$ cat config.mk
export PLATFORM = sky130hd
export DESIGN_NAME = mem_port_arbiter
export DESIGN_NICKNAME = d
export VERILOG_FILES = /design/src/rtl/mem_arb_pkg.sv /design/src/rtl/mem_port_arbiter.sv
export SDC_FILE = /design/constraint.sdc
export NUM_CORES = 1
export LEC_CHECK = 0
export BUFFER_PORTS_ARGS = -buffer_cell sky130_fd_sc_hd__buf_2
export CAP_MARGIN = 25
export CORE_MARGIN = 4
export CORE_UTILIZATION = 44
export CTS_BUF_LIST = sky130_fd_sc_hd__clkbuf_4 sky130_fd_sc_hd__clkbuf_8 sky130_fd_sc_hd__clkbuf_16
export CTS_CLUSTER_DIAMETER = 60
export CTS_CLUSTER_SIZE = 12
export DETAILED_ROUTE_END_ITERATION = 10
export PLACE_DENSITY = 0.81
export SYNTH_ARGS = -nofsm -noshare
export SYNTH_HDL_FRONTEND = slang
export SYNTH_SLANG_ARGS = --single-unit
$ cat constraint.sdc
create_clock -name CLK -period 2.1 [get_ports CLK]
set_input_delay 0.21 -clock CLK [delete_from_list [all_inputs] [get_ports CLK]]
set_output_delay 0.21 -clock CLK [all_outputs]
set_load 0.02 [all_outputs]
$ cat src/rtl/mem_arb_pkg.sv
// Shared types and constants for the unified memory port arbiter.
package mem_arb_pkg;

    // Transaction phase of the shared port.
    typedef enum logic [1:0] {
        IDLE = 2'd0,
        REQ  = 2'd1,
        WAIT = 2'd2
    } state_e;

    // Which requester owns the current transaction.
    localparam logic OWN_IF = 1'b0;
    localparam logic OWN_D  = 1'b1;

    // Byte-enable width of the bus and the data requester.
    localparam int WSTRB_W = 4;

endpackage

$ cat src/rtl/mem_port_arbiter.sv
// Shares one instruction/data memory port between the fetch unit and the
// memory-access unit. One transaction at a time on a req/gnt/rvalid bus,
// data-first arbitration with a starvation guard for fetch, a wait-state
// timeout, and discard of fetch responses killed by a branch redirect.
module mem_port_arbiter
    import mem_arb_pkg::*;
#(
    parameter int XLEN       = 32,
    parameter int STARVE_MAX = 4,
    parameter int TIMEOUT    = 64
) (
    input  logic               CLK,
    input  logic               RST,
    // fetch requester
    input  logic               if_req,
    input  logic [XLEN-1:0]    if_addr,
    input  logic               if_kill,
    output logic               if_valid,
    output logic [XLEN-1:0]    if_rdata,
    // data requester
    input  logic               d_req,
    input  logic               d_we,
    input  logic [XLEN-1:0]    d_addr,
    input  logic [XLEN-1:0]    d_wdata,
    input  logic [WSTRB_W-1:0] d_wstrb,
    output logic               d_valid,
    output logic [XLEN-1:0]    d_rdata,
    // hazard control
    output logic               stall_f,
    output logic               stall_m,
    output logic               err,
    // memory bus
    output logic               mem_req,
    output logic               mem_we,
    output logic [XLEN-1:0]    mem_addr,
    output logic [XLEN-1:0]    mem_wdata,
    output logic [WSTRB_W-1:0] mem_wstrb,
    input  logic               mem_gnt,
    input  logic               mem_rvalid,
    input  logic [XLEN-1:0]    mem_rdata
);

    // A zero-width counter is not legal, so both counters keep at least one bit.
    localparam int SC_W = (STARVE_MAX > 0) ? $clog2(STARVE_MAX + 1) : 1;
    localparam int WC_W = (TIMEOUT > 1) ? $clog2(TIMEOUT) : 1;

    localparam logic [SC_W-1:0] STARVE_LIM = SC_W'(STARVE_MAX);
    localparam logic [WC_W-1:0] WAIT_LIM   = WC_W'(TIMEOUT - 1);

    state_e             state_q, state_d;
    logic               owner_q;
    logic               we_q;
    logic [XLEN-1:0]    addr_q;
    logic [XLEN-1:0]    wdata_q;
    logic [WSTRB_W-1:0] wstrb_q;
    logic [SC_W-1:0]    starve_q;
    logic [WC_W-1:0]    wait_q;
    logic               discard_q;

    logic grant;
    logic grant_owner;
    logic in_wait;
    logic timeout;
    logic done;
    logic fetch_owns;

    // Arbitration decision and transaction-completion conditions.
    always_comb begin
        grant       = (state_q == IDLE) && (if_req || d_req);
        // Data wins unless fetch has been passed over STARVE_MAX times in a row.
        grant_owner = (if_req && (!d_req || starve_q == STARVE_LIM)) ? OWN_IF : OWN_D;
        in_wait     = (state_q == WAIT);
        // A response arriving on the last allowed cycle still counts as a response.
        timeout     = in_wait && !mem_rvalid && (wait_q == WAIT_LIM);
        done        = in_wait && (mem_rvalid || timeout);
        fetch_owns  = (state_q != IDLE) && (owner_q == OWN_IF);
    end

    // Next-state logic for the transaction FSM.
    always_comb begin
        state_d = state_q;
        case (state_q)
            IDLE:    if (grant)   state_d = REQ;
            REQ:     if (mem_gnt) state_d = WAIT;
            WAIT:    if (done)    state_d = IDLE;
            default:              state_d = IDLE;
        endcase
    end

    // FSM state register.
    always_ff @(posedge CLK or negedge RST) begin
        if (!RST) state_q <= IDLE;
        else      state_q <= state_d;
    end

    // Latch the winner's request so the bus fields stay stable while mem_req is high.
    always_ff @(posedge CLK or negedge RST) begin
        if (!RST) begin
            owner_q <= OWN_IF;
            we_q    <= 1'b0;
            addr_q  <= '0;
            wdata_q <= '0;
            wstrb_q <= '0;
        end else if (grant) begin
            owner_q <= grant_owner;
            if (grant_owner == OWN_D) begin
                we_q    <= d_we;
                addr_q  <= d_addr;
                wdata_q <= d_wdata;
                // Reads never carry byte enables onto the bus.
                wstrb_q <= d_we ? d_wstrb : '0;
            end else begin
                we_q    <= 1'b0;
                addr_q  <= if_addr;
                wdata_q <= '0;
                wstrb_q <= '0;
            end
        end
    end

    // Count consecutive data grants that left a fetch waiting.
    always_ff @(posedge CLK or negedge RST) begin
        if (!RST) begin
            starve_q <= '0;
        end else if (grant) begin
            if (grant_owner == OWN_IF || !if_req) starve_q <= '0;
            else if (starve_q != STARVE_LIM)      starve_q <= starve_q + 1'b1;
        end
    end

    // Wait-state counter: zeroed on entry to WAIT, advances each WAIT cycle.
    always_ff @(posedge CLK or negedge RST) begin
        if (!RST)                            wait_q <= '0;
        else if (state_q == REQ && mem_gnt)  wait_q <= '0;
        else if (in_wait)                    wait_q <= wait_q + 1'b1;
    end

    // Remember a redirect that hit the in-flight fetch; the bus cycle still finishes.
    always_ff @(posedge CLK or negedge RST) begin
        if (!RST)                       discard_q <= 1'b0;
        else if (done)                  discard_q <= 1'b0;
        else if (fetch_owns && if_kill) discard_q <= 1'b1;
    end

    // Response strobes, read data, stalls and bus drive.
    always_comb begin
        // A kill in the completion cycle itself also drops the response.
        if_valid  = done && (owner_q == OWN_IF) && !discard_q && !if_kill;
        d_valid   = done && (owner_q == OWN_D);
        // Timeout strobes carry zero data; idle strobes never leak bus data.
        if_rdata  = (if_valid && mem_rvalid) ? mem_rdata : '0;
        d_rdata   = (d_valid && mem_rvalid) ? mem_rdata : '0;
        err       = timeout;
        // Stalls come straight from the requests, so gate them with reset.
        stall_f   = RST && if_req && !if_valid;
        stall_m   = RST && d_req && !d_valid;
        mem_req   = (state_q == REQ);
        mem_we    = we_q;
        mem_addr  = addr_q;
        mem_wdata = wdata_q;
        mem_wstrb = wstrb_q;
    end

endmodule
==> impl_metrics.yaml, run 1 <==
outcome:
  status: "finished clean"
clock_tree:
  cts_tree: "built"
  root_buffer: "clkbuf_8"
  cts.sinks: 82
  clockBufferDepth: 2
  insertion_delay_ns: 0.35
  cts.clk_slew.worst_paths_ns: 0.09
  numCtsBuffers: 9
  post_cts.repair.setup_buffers: 0
  h-tree-depth: 3
sta:
  setup_viol_count_final: 0
  max_slew_margin: 0.684
  layout_setup_ws_ns: 0.0868
  rsz0062_at_grt: "true"
  slew_viol_final: 0
  fin_skew_ns: 0.0142
  finalCritPeriodShare: 0.959
  period_needed_ns: 2.01
  timing.fmax_ghz: 0.497
  worst_slew_pin_slew_ns: 0.474
  hold_viol_final: 0
placement:
  numPortBuffers: 278
  gp_congestion: 0.910
  place_hpwl_um: 11400
  placed_area_mm2: 0.00618
  dpl_worst_slack_ns: 0.408
worst_hold_path:
  hold_path.class: "in2reg"
die:
  io_pins: 279
  die_w_um: 111
  die_h_um: 111
  initial_core_util: 0.453
  design.die.area_mm2: 0.0124
  floorplan.core_area_mm2: 0.0104
  rows: 37
yosys:
  avgSynthCellArea_um2: 9.99
  synthesis.area_mm2: 0.00469
  synthArstFlopShare: 1.00
  synth_nets: 613
  ys.flop_type: "dfrtp_1"
  synth_edf_count: 0
  ys_seq_area_frac: 0.437
  synth_cell_types: 42
  ys_warn_count: 0
  synth-seq-cells: 82
  synthCells: 470
pwr:
  leakagePower_nw: 3.23
  peakVddDrop_uv: 744
  finalPower_w: 0.00839
  p_per_area_mw_per_mm2: 1300
global_route:
  met2_usage: 0.387
  grt_busiest_layer: "met2"
  grt_pass1_wl_um: 24800
  grtUsageTotal: 0.240
  met1_usage: 0.328
  grtUsageMet3: 0.0453
  grt_overflow: 0
  grt_pass1_vias: 4760
  antenna_found_initial: 0
  grt_max_degree: 83
routing:
  drc: 0
  ant_nets: 0
  dr_total_vias: 4867
  post_drt_wl_per_cell_um: 18.1
  first_pass_iters: 5
  vias_per_cell: 5.63
  drt_iter0_drc: 421
  wl_um: 15600
final_layout:
  fill_cells: 875
  drive_gt1_frac: 0.504
  num_antenna_cells: 0
  nets: 866
  fin_util: 0.621
  area_growth_syn_to_layout_pct: 37.1
  final_area_mm2: 0.00644
critical_path:
  endpoint_kind: "primary output"
  cp-endpoint: "if_valid"
  worstReg2RegStart: "starve_q[0]"
  rr_endpoint: "mem_wstrb[3]"
  startpoint_type: "flip-flop"
  crit_start: "wait_q[0]"
  worstPathRequired_ns: 1.89
  reg2reg_depth: 6
  r2r_setup_slack_ns: 0.41
  crit_arrival_ns: 1.80
  crit_type: "reg2out"
  path_max_fanout: 5
run:
  cap_violations: 0
[metal layers]
layer  part of all wire  routed length (µm)
met1               0.43                6690
met2               0.48                7530
met3              0.075                1180
met4              0.014                 218
met5                  0                   0
[registers in the layout, summed over array words and instances (netlist names)]
name and count:
discard_q 1, mem_addr 32, mem_wdata 32, mem_we 1
mem_wstrb 4, owner_q 1, starve_q 3, state_q 2
wait_q 6
[cell usage in the layout, fill, tap and decap left out, drive strengths merged, types with 2 or more instances in the layout]
master and count:
or2 2, clkbuf 11, o211ai 32, a211oi 2, ha 3, nor2 9, buf 293, o21ai 37
a21oi 13, nand4 32, nor3 4, nand2b 2, o2bb2ai 37, nand2 4, bufinv 2, clkinv 2
dfrtp 82, nand3 69, and2 67, nor2b 2, and3 2, inv 4, a21bo 2
[through the flow]
step	hold slack (ns)	cells	TNS, ns
2_1_floorplan	-0.0856	470	0
3_3_place_gp	0.0732	847	0
3_5_place_dp	0.0783	847	0
4_1_cts	0.0434	864	0
5_1_grt	0.0393	864	-0.0563
6_report	0.0564	864	0
[Yosys cell counts, types with 5 or more instances]
cell type	instances	area, µm²
and2_1	66	413
a21oi_1	13	65.1
nor2_1	8	30.0
o211ai_1	15	113
buf_6	6	67.6
dfrtp_1	82	2050
buf_2	15	75.1
clkbuf_1	28	105
o21ai_0	34	170
o2bb2ai_2	32	480
o2bb2ai_1	5	43.8
nand3_1	69	345
nand4_1	32	200
o211ai_2	17	213
[kinds of logic after synthesis]
group	after synthesis	share of synthesized area
buffers and inverters	56	0.0584
AND/OR/NAND/NOR	198	0.241
adder cells (fa/ha/maj)	3	0.00800
flip-flops	82	0.437
AO/OA/AOI/OAI	131	0.256
[area by class of cell]
class	instances	area, µm²	area share
Multi-Input combinational cell	332	2390	0.371
Sequential cell	82	2050	0.319
Timing Repair Buffer	294	1590	0.247
Tap cell	136	170	0.0264
Clock buffer	11	145	0.0225
Clock inverter	5	77.6	0.0121
Inverter	4	15.0	0.00233
[worst max-delay path: stages, from the launching register on]
cell and delay [ns]:
dfrtp_1 0.41, ha_1 0.20, nand4b_1 0.19, o21ai_2 0.30, and2_1 0.19, buf_2 0.17
[timing repair]
action / 4_1_cts / 5_1_grt
setup endpoints to repair: 0 / 65
hold buffers: 1 / 0
endpoints found under the hold margin: 11 / 0
resized for setup: 0 / 6
[worst min-delay path by stage]
| stage | depth (start not counted) | from | endpoint |
|---|---|---|---|
| global placement | 1 | RST | mem_addr[16] |
| CTS | 2 | mem_gnt | state_q[0] |
| finish | 2 | mem_gnt | state_q[0] |
| global route | 2 | mem_gnt | state_q[0] |
| detailed placement | 1 | RST | mem_addr[16] |
| floorplan | 0 | RST | discard_q |
[power breakdown]
part / leakage [nW] / switching [W] / total (W) / internal (W)
Sequential: 1.03 / 0.000490 / 0.00277 / 0.00228
Combinational: 2.09 / 0.00269 / 0.00433 / 0.00164
Clock: 0.113 / 0.000566 / 0.00128 / 0.000712
Total: 3.23 / 0.00375 / 0.00839 / 0.00464
No activity file was read; power rests on OpenSTA's default activity.
==> run 2, diff against run 1 <==
--- a/config.mk
+++ b/config.mk
@@ -13,7 +13,7 @@
 export CTS_CLUSTER_DIAMETER = 60
 export CTS_CLUSTER_SIZE = 12
 export DETAILED_ROUTE_END_ITERATION = 10
-export PLACE_DENSITY = 0.81
+export PLACE_DENSITY = 0.8
 export SYNTH_ARGS = -nofsm -noshare
 export SYNTH_HDL_FRONTEND = slang
 export SYNTH_SLANG_ARGS = --single-unit
==> run 2 against run 1 <==
First-iteration DRC count shrank 20%. Core utilization grew 0.87 points. Critical path type unchanged. Critical endpoint is now d_valid. Flip-flop and latch count is the same. Hold slack gained 0.022 ns. Largest power group unchanged. Clock skew shrank 0.0021 ns. Non-clock buffer count grew 6. Sequential power is essentially flat. Total power grew 1.3%. Via count grew 0.27%. Highest routed layer unchanged.
==> impl_metrics.yaml, run 2 (synthesized netlist as in run 1, its figures left out) <==
outcome:
  status: "finished clean"
die:
  die_h_um: 111
  rows: 37
  initial_core_util: 0.453
  die_w_um: 111
  design.die.area_mm2: 0.0124
  floorplan.core_area_mm2: 0.0104
  io_pins: 279
routing:
  drc: 0
  first_pass_iters: 5
  vias_per_cell: 5.61
  drt_iter0_drc: 335
  ant_nets: 0
  dr_total_vias: 4880
  wl_um: 15800
  post_drt_wl_per_cell_um: 18.1
placement:
  dpl_worst_slack_ns: 0.343
  gp_congestion: 0.884
  numPortBuffers: 278
  place_hpwl_um: 11600
sta:
  period_needed_ns: 1.99
  worst_slew_pin_slew_ns: 0.436
  finalCritPeriodShare: 0.945
  hold_viol_final: 0
  layout_setup_ws_ns: 0.115
  rsz0062_at_grt: "false"
  fin_setup_tns_ns: 0
  setup_viol_count_final: 0
  slew_viol_final: 0
  fin_skew_ns: 0.0121
  timing.fmax_ghz: 0.504
  max_slew_margin: 0.709
critical_path:
  crit_arrival_ns: 1.78
  crit_chain: "ha_1 > nand4b_1 > o21ai_2 > and2_1 > buf_2"
  worstPathRequired_ns: 1.89
  endpoint_kind: "primary output"
  path_max_fanout: 5
  crit_type: "reg2out"
  max_stage_delay_ns: 0.42
  startpoint_type: "flip-flop"
  slowest_stage: "dfrtp_1"
clock_tree:
  cts.sinks: 82
  numCtsBuffers: 9
  insertion_delay_ns: 0.35
  cts.clk_slew.worst_paths_ns: 0.09
  h-tree-depth: 3
  clockBufferDepth: 2
  root_buffer: "clkbuf_8"
  cts_tree: "built"
pwr:
  leakagePower_nw: 3.28
  peakVddDrop_uv: 681
  p_per_area_mw_per_mm2: 1300
final_layout:
  final_common_cell: "buf_2"
  most-common-layout-cells: "buf_2, dfrtp_1, nand3_1, and2_1, o21ai_0"
  area_growth_syn_to_layout_pct: 39.0
  fill_cells: 886
  num_antenna_cells: 0
  drive_gt1_frac: 0.510
  nets: 872
run:
  cap_violations: 0
global_route:
  grt_pass1_vias: 4884
  grt_max_degree: 76
  grt_overflow: 0
  grt_pass1_wl_um: 24900
  grtUsageTotal: 0.242
  antenna_found_initial: 0
worst_hold_path:
  hold_path.class: "in2reg"
-- run 2: final cells by class --
type / count / area, µm² / area share
clock buffers: 11 / 145 / 0.0222
well taps: 136 / 170 / 0.0261
flip-flops and latches: 82 / 2050 / 0.315
clock inverters: 5 / 77.6 / 0.0119
repair buffers: 300 / 1670 / 0.256
inverters: 4 / 15.0 / 0.00230
multi-input cells: 332 / 2390 / 0.367
-- run 2: stage by stage --
stage	hold slack (ns)	utilization	cells	area [µm²]	total power, W
detailed placement	0.0500	0.600	849	6220	0.00718
global placement	0.0485	0.597	848	6190	0.00700
global route	0.0688	0.629	870	6530	0.00902
floorplan	-0.0856	-	470	4690	0.00567
CTS	0.0598	0.622	866	6450	0.00849
finish	0.0782	0.629	870	6530	0.00850
-- run 2: layer usage --
metal  global-route usage  part of all wire  up-vias
li1                     -                 -     2264
met2                0.405              0.51      208
met5                    0                 0        -
met4               0.0795             0.017        0
met3               0.0469             0.060       30
met1                0.315              0.42     2378
-- run 2: what timing repair did --
| item | CTS | global route |
|---|---|---|
| hold buffers | 1 | 0 |
| buffers inserted | 0 | 2 |
| setup endpoints to repair | 0 | 68 |
| endpoints found under the hold margin | 7 | 0 |
| gates resized for setup | 0 | 9 |
-- run 2: path summary, 6_finish.rpt --
check,start,endpoint,slack (ns),cells past startpoint
worst max-delay path,wait_q[0],d_valid,0.11,5
worst min-delay path,mem_gnt,state_q[0],0.08,2
worst max register to register,starve_q[0],mem_addr[28],0.35,6
worst min register to register,mem_wstrb[1],mem_wstrb[1],0.49,1
max in group asynchronous,RST,state_q[0],1.14,4
min in group asynchronous,RST,mem_addr[30],0.24,2
-- run 2: where the power goes --
group / switching [W] / internal [W] / leakage, nW / total (W)
Clock: 0.000586 / 0.000713 / 0.113 / 0.00130
Sequential: 0.000482 / 0.00228 / 1.03 / 0.00276
Combinational: 0.00273 / 0.00171 / 2.13 / 0.00443
Total: 0.00380 / 0.00470 / 3.28 / 0.00850
-- run 2: worst max-delay path: cells and delay by family (launching register included) --
family,cells,cell delay (ns)
AO/OA/AOI/OAI,1,0.24
adder cells (fa/ha/maj),1,0.22
buffers and inverters,1,0.18
flip-flops,1,0.42
AND/OR/NAND/NOR,2,0.37
==> run 3, diff against run 2 <==
--- a/config.mk
+++ b/config.mk
@@ -5,15 +5,16 @@
 export SDC_FILE = /design/constraint.sdc
 export NUM_CORES = 1
 export LEC_CHECK = 0
+export ABC_AREA = 1
 export BUFFER_PORTS_ARGS = -buffer_cell sky130_fd_sc_hd__buf_2
 export CAP_MARGIN = 25
-export CORE_MARGIN = 4
-export CORE_UTILIZATION = 44
+export CORE_AREA = 4 4 106 108
 export CTS_BUF_LIST = sky130_fd_sc_hd__clkbuf_4 sky130_fd_sc_hd__clkbuf_8 sky130_fd_sc_hd__clkbuf_16
 export CTS_CLUSTER_DIAMETER = 60
 export CTS_CLUSTER_SIZE = 12
 export DETAILED_ROUTE_END_ITERATION = 10
-export PLACE_DENSITY = 0.8
+export DIE_AREA = 0 0 110 112
+export PLACE_DENSITY = 0.76
 export SYNTH_ARGS = -nofsm -noshare
 export SYNTH_HDL_FRONTEND = slang
 export SYNTH_SLANG_ARGS = --single-unit
==> run 3 against run 2 <==
Flip-flop and latch count is the same. Design area down 7.9%. Combinational power fell by 19%. Final cell count up 8.9%. Fmax is 6.7% lower. Clock-buffer cell count is 1 higher. Global-route usage is 4.1 points lower. The flow now finishes with violations (setup timing). Routed wire length decreased by 14%. Critical endpoint is now if_rdata[22]. Synthesized cell count is 12% higher. Critical path type unchanged. Area after synthesis down 14%. Clock skew up 0.0033 ns. Sequential share of layout area up 2.7 points.
==> impl_metrics.yaml, run 3 <==
outcome:
  violations: "setup timing"
  status: "complete, but fails checks"
die:
  die_w_um: 110
  rows: 37
  die_h_um: 112
  io_pins: 279
  design.die.area_mm2: 0.0123
  initial_core_util: 0.394
  floorplan.core_area_mm2: 0.0102
routing:
  dr_total_vias: 4405
  drc: 0
  ant_nets: 0
  drt_iter0_drc: 234
  first_pass_iters: 4
  wl_um: 13500
  vias_per_cell: 4.65
  post_drt_wl_per_cell_um: 14.3
sta:
  finalCritPeriodShare: 1.01
  timing.fmax_ghz: 0.470
  hold_viol_final: 0
  period_needed_ns: 2.13
  setup_viol_count_final: 4
  slew_viol_final: 0
  fin_skew_ns: 0.0154
  layout_setup_ws_ns: -0.0275
  max_slew_margin: 0.645
  worst_slew_pin_slew_ns: 0.532
  hold_slack_ns: 0.0505
  rsz0062_at_grt: "true"
clock_tree:
  cts.clk_slew.worst_paths_ns: 0.08
  h-tree-depth: 3
  root_buffer: "clkbuf_8"
  cts.sinks: 82
  insertion_delay_ns: 0.35
  clockBufferDepth: 2
  cts_tree: "built"
  numCtsBuffers: 9
yosys:
  synthTopCellsByCount: "nand2_1, dfrtp_1, nor2_1, a21oi_1, inv_1"
  ys_warn_count: 0
  synth_cell_types: 28
  synth_top_area_share: 0.510
  synth-seq-cells: 82
  synth_edf_count: 0
  synthArstFlopShare: 1.00
  synth_top_area_cell: "dfrtp_1"
  synthesis.area_mm2: 0.00403
  synth.area.top_cells: "dfrtp_1, nand2_1, a21oi_1"
  synthCells: 526
  ys.flop_type: "dfrtp_1"
  ys_seq_area_frac: 0.510
  synth_nets: 669
  avgSynthCellArea_um2: 7.65
  yosysMostFrequentCell: "nand2_1"
pwr:
  p_per_area_mw_per_mm2: 1220
  leakagePower_nw: 3.44
  peakVddDrop_uv: 589
  finalPower_w: 0.00731
critical_path:
  cp-endpoint: "if_rdata[22]"
  startpoint_type: "flip-flop"
  reg2reg_depth: 9
  endpoint_kind: "primary output"
  crit_type: "reg2out"
  path_max_fanout: 16
  rr_endpoint: "mem_wdata[3]"
  worstReg2RegStart: "starve_q[0]"
  r2r_setup_slack_ns: 0.45
  crit_arrival_ns: 1.92
  worstPathRequired_ns: 1.89
  crit_start: "wait_q[0]"
final_layout:
  most-common-layout-cells: "buf_2, nand2_1, dfrtp_1, nor2_1, a21oi_1"
  fill_cells: 962
  fin_cells: 947
  register_area_mm2: 0.00205
  nets: 949
  area_growth_syn_to_layout_pct: 49.3
  drive_gt1_frac: 0.438
  multi_input_comb_area_mm2: 0.00170
  num_antenna_cells: 0
  final_common_cell: "buf_2"
placement:
  placedCellCount: 923
  numPortBuffers: 278
  place_hpwl_um: 10000
  gp_congestion: 0.838
  dpl_worst_slack_ns: 0.289
global_route:
  antenna_found_initial: 1
  grt_max_degree: 76
  grt_overflow: 0
  grt_pass1_wl_um: 19700
  grtUsageTotal: 0.201
  grt_pass1_vias: 4096
worst_hold_path:
  holdPathStages: 2
  hold_path.class: "in2reg"
run:
  cap_violations: 0
==> run 3: timing repair <==
action / CTS / global route
setup endpoints to repair: 32 / 65
cloned: 0 / 2
endpoints found under the hold margin: 7 / 0
hold buffers: 1 / 0
buffers inserted: 2 / 3
pin swaps: 0 / 0
gates resized for setup: 5 / 55
==> run 3: per-layer routing <==
metal  part of all wire  wire (µm)  global-route usage  vias to the layer above
met5            0.00052          7                   0                        -
met4              0.021        281              0.0615                        2
met3              0.085       1150              0.0499                       28
met2               0.52       7050               0.360                      185
met1               0.37       5030               0.231                     2013
li1                   -          -                   -                     2177
==> run 3: final cells by class <==
cell class,instances,share of cell area
Clock inverter,4,0.00458
Multi-Input combinational cell,369,0.283
Sequential cell,82,0.341
Tap cell,136,0.0283
Inverter,49,0.0310
Timing Repair Buffer,295,0.286
Clock buffer,12,0.0254
==> run 3: kinds of logic after synthesis <==
kind of cell,after synthesis,share of synthesized area
xor gates and xnor gates,1,0.00218
adders and majority gates,3,0.00932
and+or+nand+nor,283,0.290
buffers and inverters,75,0.0820
AOI/OAI and AO/OA,82,0.107
DFF,82,0.510
==> run 3: worst min path at each step <==
stage                       endpoint  slack (ns)     from
after floorplan            discard_q       -0.09      RST
after global placement     wait_q[1]        0.07      RST
after detailed placement   wait_q[1]        0.07      RST
after CTS                 state_q[0]        0.04  mem_gnt
after global routing      state_q[0]        0.03  mem_gnt
final                     state_q[0]        0.05  mem_gnt
==> run 3: where the power goes <==
part           switching [W]  internal [W]  leakage (nW)  total [W]
registers           0.000385       0.00229         0.996    0.00268
clock network       0.000559      0.000487        0.0855    0.00105
logic                0.00240       0.00118          2.36    0.00358
==> run 3: worst max-delay path, stage by stage, from the launching register on <==
cell and delay (ns):
dfrtp_1 0.37, ha_2 0.19, nand2_2 0.07, nor2_4 0.09
nand2_1 0.06, a21oi_2 0.20, nand3_4 0.14, buf_12 0.19
nor2_2 0.13, buf_6 0.14
==> run 3: per-stage QoR <==
step | instance area [µm²] | utilization | TNS [ns]
6_report | 6010 | 0.587 | -0.0384
5_1_grt | 6010 | 0.587 | -3.08
4_1_cts | 5770 | 0.564 | 0
3_5_place_dp | 5560 | 0.543 | 0
3_3_place_gp | 5560 | 0.543 | 0
2_1_floorplan | 4030 | - | 0
